<file path="src/rtl/mdu_div_ctrl.sv">
// mdu_div_ctrl -- iterative 32-bit divider with pipeline handshake.
//
// Purpose: executes DIV/DIVU/REM/REMU requests from the ID/EX stage using
// a 32-cycle restoring division. Divide-by-zero and signed overflow are
// resolved without iterating.
//
// Ports:
//   clk              clock, all state updates on the rising edge
//   rst_n            synchronous reset, ACTIVE-HIGH despite the name
//   idex_div_start_i divide request, sampled only in IDLE
//   idex_div_op_i    00 DIV, 01 DIVU, 10 REM, 11 REMU
//   idex_op_a_i      dividend
//   idex_op_b_i      divisor
//   idex_reg_waddr_i destination register, captured with the start
//   fc_flush_i       kill from the flow controller, forces IDLE
//   div_stall_req_o  holds the pipeline while a divide is in progress
//   div_busy_o       high whenever the FSM is not IDLE
//   div_valid_o      one-cycle pulse, result valid
//   div_result_o     quotient or remainder, held until the next DONE
//   div_reg_waddr_o  destination register belonging to div_result_o
module mdu_div_ctrl (
  input  logic        clk,
  input  logic        rst_n,
  input  logic        idex_div_start_i,
  input  logic [1:0]  idex_div_op_i,
  input  logic [31:0] idex_op_a_i,
  input  logic [31:0] idex_op_b_i,
  input  logic [4:0]  idex_reg_waddr_i,
  input  logic        fc_flush_i,
  output logic        div_stall_req_o,
  output logic        div_busy_o,
  output logic        div_valid_o,
  output logic [31:0] div_result_o,
  output logic [4:0]  div_reg_waddr_o
);

  typedef enum logic [1:0] {
    IDLE = 2'd0,
    CALC = 2'd1,
    DONE = 2'd2
  } state_e;

  state_e      state_q, state_d;
  logic [4:0]  cnt_q, cnt_d;
  logic        rem_op_q, rem_op_d;    // 1: return remainder
  logic        neg_quo_q, neg_quo_d;  // negate quotient at the end
  logic        neg_rem_q, neg_rem_d;  // negate remainder at the end
  logic [31:0] quo_q, quo_d;          // dividend shifts out, quotient shifts in
  logic [32:0] rem_q, rem_d;          // partial remainder
  logic [31:0] dvs_q, dvs_d;          // magnitude of the divisor
  logic [4:0]  cap_waddr_q, cap_waddr_d;
  logic [31:0] result_q, result_d;
  logic [4:0]  waddr_q, waddr_d;

  logic        start_ok;
  logic        signed_op;
  logic        a_neg, b_neg;
  logic [31:0] abs_a, abs_b;
  logic        ovf;
  logic [32:0] rem_sh, diff, rem_nx;
  logic        qbit;
  logic [31:0] quo_nx, quo_fix, rem_fix;

  always_comb begin
    start_ok  = idex_div_start_i & ~fc_flush_i;
    signed_op = ~idex_div_op_i[0];
    a_neg     = signed_op & idex_op_a_i[31];
    b_neg     = signed_op & idex_op_b_i[31];
    abs_a     = a_neg ? (~idex_op_a_i + 32'd1) : idex_op_a_i;
    abs_b     = b_neg ? (~idex_op_b_i + 32'd1) : idex_op_b_i;
    ovf       = signed_op && (idex_op_a_i == 32'h8000_0000) &&
                (idex_op_b_i == 32'hFFFF_FFFF);

    // One restoring step: shift the next dividend bit into the remainder,
    // keep the subtraction only if it did not go negative.
    rem_sh  = {rem_q[31:0], quo_q[31]};
    diff    = rem_sh - {1'b0, dvs_q};
    qbit    = ~diff[32];
    rem_nx  = qbit ? diff : rem_sh;
    quo_nx  = {quo_q[30:0], qbit};
    quo_fix = neg_quo_q ? (~quo_nx + 32'd1) : quo_nx;
    rem_fix = neg_rem_q ? (~rem_nx[31:0] + 32'd1) : rem_nx[31:0];
  end

  always_comb begin
    state_d     = state_q;
    cnt_d       = cnt_q;
    rem_op_d    = rem_op_q;
    neg_quo_d   = neg_quo_q;
    neg_rem_d   = neg_rem_q;
    quo_d       = quo_q;
    rem_d       = rem_q;
    dvs_d       = dvs_q;
    cap_waddr_d = cap_waddr_q;
    result_d    = result_q;
    waddr_d     = waddr_q;

    unique case (state_q)
      IDLE: begin
        if (start_ok) begin
          rem_op_d    = idex_div_op_i[1];
          cap_waddr_d = idex_reg_waddr_i;
          if (idex_op_b_i == '0) begin
            result_d = idex_div_op_i[1] ? idex_op_a_i : '1;
            waddr_d  = idex_reg_waddr_i;
            state_d  = DONE;
          end else if (ovf) begin
            result_d = idex_div_op_i[1] ? '0 : 32'h8000_0000;
            waddr_d  = idex_reg_waddr_i;
            state_d  = DONE;
          end else begin
            quo_d     = abs_a;
            rem_d     = '0;
            dvs_d     = abs_b;
            neg_quo_d = a_neg ^ b_neg;
            neg_rem_d = a_neg;
            cnt_d     = '0;
            state_d   = CALC;
          end
        end
      end
      CALC: begin
        quo_d = quo_nx;
        rem_d = rem_nx;
        cnt_d = cnt_q + 5'd1;
        if (cnt_q == 5'd31) begin
          // Sign fix-up is folded into the final step so the result
          // register is already correct in the DONE cycle.
          result_d = rem_op_q ? rem_fix : quo_fix;
          waddr_d  = cap_waddr_q;
          state_d  = DONE;
        end
      end
      DONE: begin
        state_d = IDLE;
      end
      default: begin
        state_d = IDLE;
      end
    endcase

    // A flush abandons the operation and leaves the visible result untouched.
    if (fc_flush_i) begin
      state_d  = IDLE;
      cnt_d    = '0;
      result_d = result_q;
      waddr_d  = waddr_q;
    end
  end

  always_ff @(posedge clk) begin
    if (rst_n) begin
      state_q     <= IDLE;
      cnt_q       <= '0;
      rem_op_q    <= 1'b0;
      neg_quo_q   <= 1'b0;
      neg_rem_q   <= 1'b0;
      quo_q       <= '0;
      rem_q       <= '0;
      dvs_q       <= '0;
      cap_waddr_q <= '0;
      result_q    <= '0;
      waddr_q     <= '0;
    end else begin
      state_q     <= state_d;
      cnt_q       <= cnt_d;
      rem_op_q    <= rem_op_d;
      neg_quo_q   <= neg_quo_d;
      neg_rem_q   <= neg_rem_d;
      quo_q       <= quo_d;
      rem_q       <= rem_d;
      dvs_q       <= dvs_d;
      cap_waddr_q <= cap_waddr_d;
      result_q    <= result_d;
      waddr_q     <= waddr_d;
    end
  end

  always_comb begin
    div_stall_req_o = ~rst_n & (((state_q == IDLE) & start_ok) | (state_q == CALC));
    div_busy_o      = (state_q != IDLE);
    div_valid_o     = ~rst_n & ~fc_flush_i & (state_q == DONE);
    div_result_o    = result_q;
    div_reg_waddr_o = waddr_q;
  end

endmodule
</file>
<file path="config.mk">
export PLATFORM = sky130hd
export DESIGN_NAME = mdu_div_ctrl
export DESIGN_NICKNAME = d
export VERILOG_FILES = /design/src/rtl/mdu_div_ctrl.sv
export SDC_FILE = /design/constraint.sdc
export NUM_CORES = 1
export LEC_CHECK = 0
export CAP_MARGIN = 20
export CORE_UTILIZATION = 30
export CTS_BUF_LIST = sky130_fd_sc_hd__clkbuf_2
export DETAILED_ROUTE_END_ITERATION = 8
export PLACE_DENSITY = 0.46
export SYNTH_ARGS = -nofsm -noshare
export SYNTH_HDL_FRONTEND = slang
export SYNTH_SLANG_ARGS = --single-unit
export TNS_END_PERCENT = 50
</file>
<file path="constraint.sdc">
create_clock -name clk -period 5.4 [get_ports clk]
set_input_delay 0.81 -clock clk [delete_from_list [all_inputs] [get_ports clk]]
set_output_delay 0.81 -clock clk [all_outputs]
set_load 0.01 [all_outputs]
</file>
### Yosys cells after proc, flatten, opt, wreduce, memory -nomap -nowiden

Cells that the tools add are included.

* reductions and logical operators: 12
* bitwise logic cells: 19
* add/sub/neg operators: 6
* mux-type cells: 35
* eq/ne operators: 10

Operator list (number)
* 32-bit two-way mux: 18
* 32-bit case mux with 2 select lines: 3
* 32-bit by 1-bit adder with 32-bit output, second input constant: 4
* 32-bit inverter: 4
* 32-bit == test, second input constant: 2
* 5-bit two-way mux: 7
* 33-bit by 32-bit subtractor with 33-bit output: 1
* 32-bit zero test: 1
* 5-bit case mux with 2 select lines: 2
* 2-bit two-way mux: 4
* 2-bit inequality test, second input constant: 4
* 4-bit AND reduction: 2
* 1-bit bitwise AND: 7
* 1-bit inverter: 6
* 5-bit by 1-bit adder with 5-bit output, second input constant: 1
* 5-bit == test, second input constant: 1
* 5-bit AND reduction: 1
* 2-bit case mux with 2 select lines: 1
* 2-bit AND reduction: 2
* 2-bit nonzero test: 2
* 3-bit inequality test, second input constant: 1
* 2-bit by 1-bit == test with 1-bit output, second input constant: 1
* 2-bit == test, second input constant: 1
* 1-bit logical AND: 2
* 4 further kinds: 4

* word-level logic and storage cells: 93
* bits of input ports: 75
* register bits after elaboration: 148
* output and inout bits: 40

### Longest topological paths before layout

* word-level depth: 8
* mapped depth: 21
* depth with buffers taken out: 19

### Worst setup path after synthesis

Ideal clock, no wire load.

* path type: register to register
* from: reg quo_q[31]
* to: reg result_q[28] (netlist: div_result_o[28])
* setup slack: 0.653 ns
* data arrival time: 4.631 ns
* required time: 5.284 ns
* buffers on the path: 2
* library setup time: 0.116 ns
* clock period less this slack: 4.747 ns
* cell stages (with the launch flop): 22
* cell sequence: dfxtp_1 inv_1 ha_1 fa_1 nand2b_1 a211oi_2 o211ai_1 a211oi_2 o21a_1 nor2_4 inv_2 clkbuf_1 clkbuf_1 nor2_1 a21oi_1 ha_1 o21ai_0 nor4_2 nand3_1 o31ai_1 xor2_1 a31o_2

* longest elaborated chain between the ends: 8
* elaborated cells between the ends (all ways): 12
* classes of those cells: add/sub: 3; mux: 6; bitwise: 3

Ends and longest elaborated chain
* start, declared: line 48 `logic [31:0] quo_q, quo_d;`
* start signal, assigned: line 170 `quo_q <= quo_d;`
* 33-bit by 32-bit subtractor with 33-bit output: line 77 `diff = rem_sh - {1'b0, dvs_q};`
* 32-bit two-way mux / 1-bit inverter (equally long branches): line 79, 78
* 32-bit inverter (on tied branches): line 82, 81
* 32-bit by 1-bit adder with 32-bit output (on tied branches): line 82, 81
* 32-bit two-way mux (on tied branches): line 82, 81
* 32-bit two-way mux (*): line 129 `result_d = rem_op_q ? rem_fix : quo_fix;`
* 32-bit two-way mux (*): line 126 `if (cnt_q == 5'd31) begin`
* 32-bit case mux with 2 select lines (*): line 98 `unique case (state_q)`
* end signal, assigned: line 174 `result_q <= result_d;`
* end, declared: line 52 `logic [31:0] result_q, result_d;`

Every way passes the cells marked *; elsewhere a longest branch is shown, timed or not. The select of a mux whose other input is x is not followed.
A chain may end at the register's enable or synchronous reset.

### Worst setup path in the final report

* from: reg quo_q[31]
* to: reg result_q[31] (netlist: div_result_o[31])

The elaborated chain is that of the path after synthesis.

==> metrics.log <==
INFO  metric outcome = complete, no violations
INFO  metric power_switching = 0.963 mW
INFO  metric fin_ws = about 0.41 ns
INFO  metric post_cts_buffers = 0
INFO  metric synth_largest_area_cell = sky130_fd_sc_hd__dfxtp_1
INFO  metric final_critical_path_share_of_the_clock_period = 92.3%
INFO  metric drt-total-wl = 44,100 um
INFO  metric final-hold-violation-count = 0
INFO  metric syn_to_final_growth = 16.3%
INFO  metric required = 6.13 ns
INFO  metric ys_seq_area_share = 25.3%
INFO  metric slew_headroom = 33.1%
INFO  metric r2r.worst_path.cells = 16
INFO  metric drtAntennaViolNets = 0
INFO  metric clkTransAtPathRegs = 0.27 ns
INFO  metric whs_path_depth = 2
INFO  metric gp_routability_congestion = ~0.84
INFO  metric timing.critical_path.arrival = approximately 5.7 ns
INFO  metric route.vias.total = 12,300
INFO  metric fin_tns_setup = 0 ns
INFO  metric first_global_vias = 11,500
INFO  metric fillers = 4,261
INFO  metric clock.fmax = roughly 200 MHz
INFO  metric worst_slack_placed = 0.435 ns
INFO  metric critical_path.max_fanout = 43
INFO  metric cts_buffers = 17
INFO  metric ios = 115
INFO  metric synthesis.area = approximately 12,000 um^2
INFO  metric clock_tree.root_cell = sky130_fd_sc_hd__clkbuf_2
INFO  metric avgRoutedWirePerCell = 19.8 um
INFO  metric power_density = roughly 200 nW/um^2
INFO  metric groute.usage.overall = 22.3%
INFO  metric post_synth_inst_count = 1,650
INFO  metric detailed_route_iter0_violations = 867
INFO  metric drv_cap = 0
INFO  metric clock_sink_count = 148
INFO  metric timing.reg2reg.setup_slack = 0.41 ns
INFO  metric worst_min_path_class = primary input to flip-flop
INFO  metric clock_tree_from_tritoncts = done
INFO  metric synth_enable_flop_cells = 0
INFO  metric number_of_antenna_violations_at_the_first_check_in_global_routing = 1
INFO  metric yosysTopAreaCellShare = 25.3%
INFO  metric placement_rows = just over 70
INFO  metric synthArstFlopShare = 0%
INFO  metric share_comb_of_total_power = 27.2%
INFO  metric timing.setup.critical_path_class = flip-flop to flip-flop
INFO  metric switching_portion_of_total_power = between 30 and 40%
INFO  metric initial_core_util = 30.4%
INFO  metric dominantRegCellSynth = sky130_fd_sc_hd__dfxtp_1
INFO  metric finish.utilization = between 30 and 40%
INFO  metric worst_ir_drop_vdd = ~0.12 mV
INFO  metric post_cts_resized = 0
INFO  metric synth_fp_nets = 1,765
INFO  metric finalClockSkew = approximately 0.056 ns
INFO  metric holdWs = 0.437 ns
INFO  metric rsz0062_at_grt = false
INFO  metric final_period_minus_worst_setup_slack = about 5.0 ns
INFO  metric worst_setup_path_start_kind = flip-flop
INFO  metric numPortBuffers = roughly 110
INFO  metric register_share_of_total_power = 43.7%
INFO  metric total_grt_overflow = 0
INFO  metric post_synth.cell_area_avg = 7.11 um^2
INFO  metric dp_hpwl = between 30,000 and 40,000 um
INFO  metric drtPass1Iterations = 6
INFO  metric floorplan.die.width = 200 um
INFO  metric die_outline_area = 39,900 um^2
INFO  metric synthesis.yosys.warnings = 0
INFO  metric post_drt_via_cell_ratio = between 5 and 6
INFO  metric worst_setup_path_end_kind = flip-flop
INFO  metric timing.final.max_slew_violations = 0
INFO  metric clock_latency = about 0.83 ns
INFO  metric grt_start_max_net_pins = 77
INFO  metric layout-drive-gt1-share = 5.13%
INFO  metric max-clock-path-buffers = 2
INFO  metric grt_first_pass_wirelength = 67,300 um
INFO  metric synth.lib_cells_used.distinct = 70
INFO  metric cts_htree_levels = 4
INFO  metric floorplan.core_area = about 39,000 um^2
INFO  metric report.final.setup_viol = 0
INFO  metric cellLeakagePower = just under 5 nW
INFO  metric internal_power = 1.72 mW
INFO  metric final_nets = 1,816
INFO  metric worst_pin_slew = approximately 1 ns
INFO  metric route.detailed.drc = 0
INFO  metric floorplan.die.height = 200 um
INFO  metric cts.hold.buffers_added = 0
INFO  metric clockPowerShare = 29.1%
INFO  metric postSynthRegisterBits = 148
INFO  metric netlist_top_cells_area = sky130_fd_sc_hd__dfxtp_1 25%, sky130_fd_sc_hd__nor2_1 6.6%, sky130_fd_sc_hd__a21oi_1 6.3%
## final timing paths
| path | from | to |
|---|---|---|
| setup / recovery | quo_q[31] | div_result_o[31] |
| hold / removal | rst_n | rem_q[3] |
| setup reg to reg | quo_q[31] | div_result_o[31] |
| hold reg to reg | neg_quo_q | neg_quo_q |
## logic make-up after synthesis
kind of cell	count (synthesis)	synth area share, %
and+or+nand+nor	600	23.5
AOI/OAI and AO/OA	526	28.3
adders and majority gates	40	4.33
xor gates and xnor gates	138	10.3
muxes	30	2.60
DFF	148	25.3
buffers and inverters	168	5.66
## critical path, stage by stage, from the launching register on
cell and delay, ns:
sky130_fd_sc_hd__dfxtp_1 0.45, sky130_fd_sc_hd__inv_1 0.09, sky130_fd_sc_hd__ha_1 0.23, sky130_fd_sc_hd__fa_1 0.40, sky130_fd_sc_hd__nand2b_1 0.19, sky130_fd_sc_hd__a211oi_2 0.33
sky130_fd_sc_hd__o211ai_1 0.27, sky130_fd_sc_hd__a211oi_2 0.37, sky130_fd_sc_hd__nor3_2 0.15, sky130_fd_sc_hd__nor2_4 0.13, sky130_fd_sc_hd__buf_4 0.51, sky130_fd_sc_hd__a31oi_1 0.38
sky130_fd_sc_hd__a2111o_1 0.62, sky130_fd_sc_hd__nor4b_2 0.39, sky130_fd_sc_hd__or3_1 0.16, sky130_fd_sc_hd__a21boi_1 0.06, sky130_fd_sc_hd__o21a_1 0.16
## power by group through the flow
| stage | registers [mW] | clock network [mW] | logic [mW] |
|---|---|---|---|
| detailed placement | 1.19 | 0 | 0.721 |
| finish | 1.17 | 0.783 | 0.730 |
| global placement | 1.19 | 0 | 0.720 |
| CTS | 1.17 | 0.806 | 0.725 |
| floorplan | 1.18 | 0 | 0.476 |
| global route | 1.18 | 0.843 | 0.801 |
## Yosys cell counts, drive strengths merged (6+ instances only)
library cell,n
nand3,25
nor2,207
or3,22
mux2i,26
o21a,10
o211ai,44
nor3b,6
a21o,9
or4,13
nor3,40
nand4,18
a311oi,9
buf,24
dfxtp,148
and2,7
nand2b,16
nor4,29
nand2,183
ha,39
inv,58
a31oi,49
a21oi,151
o21ai,123
o41ai,8
clkbuf,86
xnor2,80
xor2,58
and3,13
o31ai,29
nor2b,12
a211oi,45
## final cells by class
type / instances / area, um^2 / share of cell area, %
sequential: 148 / 2960 / 21.7
clock inverter: 12 / 178 / 1.30
multi-input combinational: 1334 / 8140 / 59.7
timing repair buffer: 142 / 1390 / 10.2
clock buffer: 20 / 100 / 0.734
inverter: 58 / 218 / 1.60
antenna: 1 / 2.50 / 0.0184
tap: 518 / 648 / 4.75
## metal layers
metal	up-vias	global-route usage, %	routed length, um
met4	0	5.80	787
met1	5819	31.9	22000
met3	36	3.19	1840
li1	6068	-	-
met5	-	0	0
met2	329	34.7	19500
## placed cells by master (no fill, tap or decap), drive strengths merged, types with 5 or more instances in the layout
cell type and instances:
a31oi 49, a21o 9, or4 13, and2 7, nor2b 12, a311oi 9
o41ai 8, clkbuf 20, dfxtp 148, xor2 58, or3 22, o21ai 123
o22ai 5, o211ai 44, o31ai 29, a211oi 45, nor4 29, clkdlybuf4s50 113
nor3 40, and3 13, o21a 10, or2 5, a21oi 151, buf 29
nand2b 16, nor2 207, mux2i 26, nand4 18, inv 60, o31a 5
xnor2 80, nand2 183, nor3b 6, ha 39, nand3 25
## state kept, by name, summed over array words and instances (netlist names), 2 cells and up
signal           cells
cnt_q                5
cap_waddr_q          5
div_result_o        32
div_reg_waddr_o      5
rem_q               32
quo_q               32
dvs_q               32
state_q              2
## metrics by stage
| step | power, mW | instance area, um^2 | cells |
|---|---|---|---|
| after floorplan | 1.65 | 11700 | 1650 |
| after global placement | 1.91 | 13300 | 2199 |
| after detailed placement | 1.91 | 13300 | 2200 |
| after CTS | 2.70 | 13600 | 2232 |
| after global routing | 2.82 | 13600 | 2233 |
| final | 2.69 | 13600 | 2233 |
No activity file was read; power rests on OpenSTA's default activity.
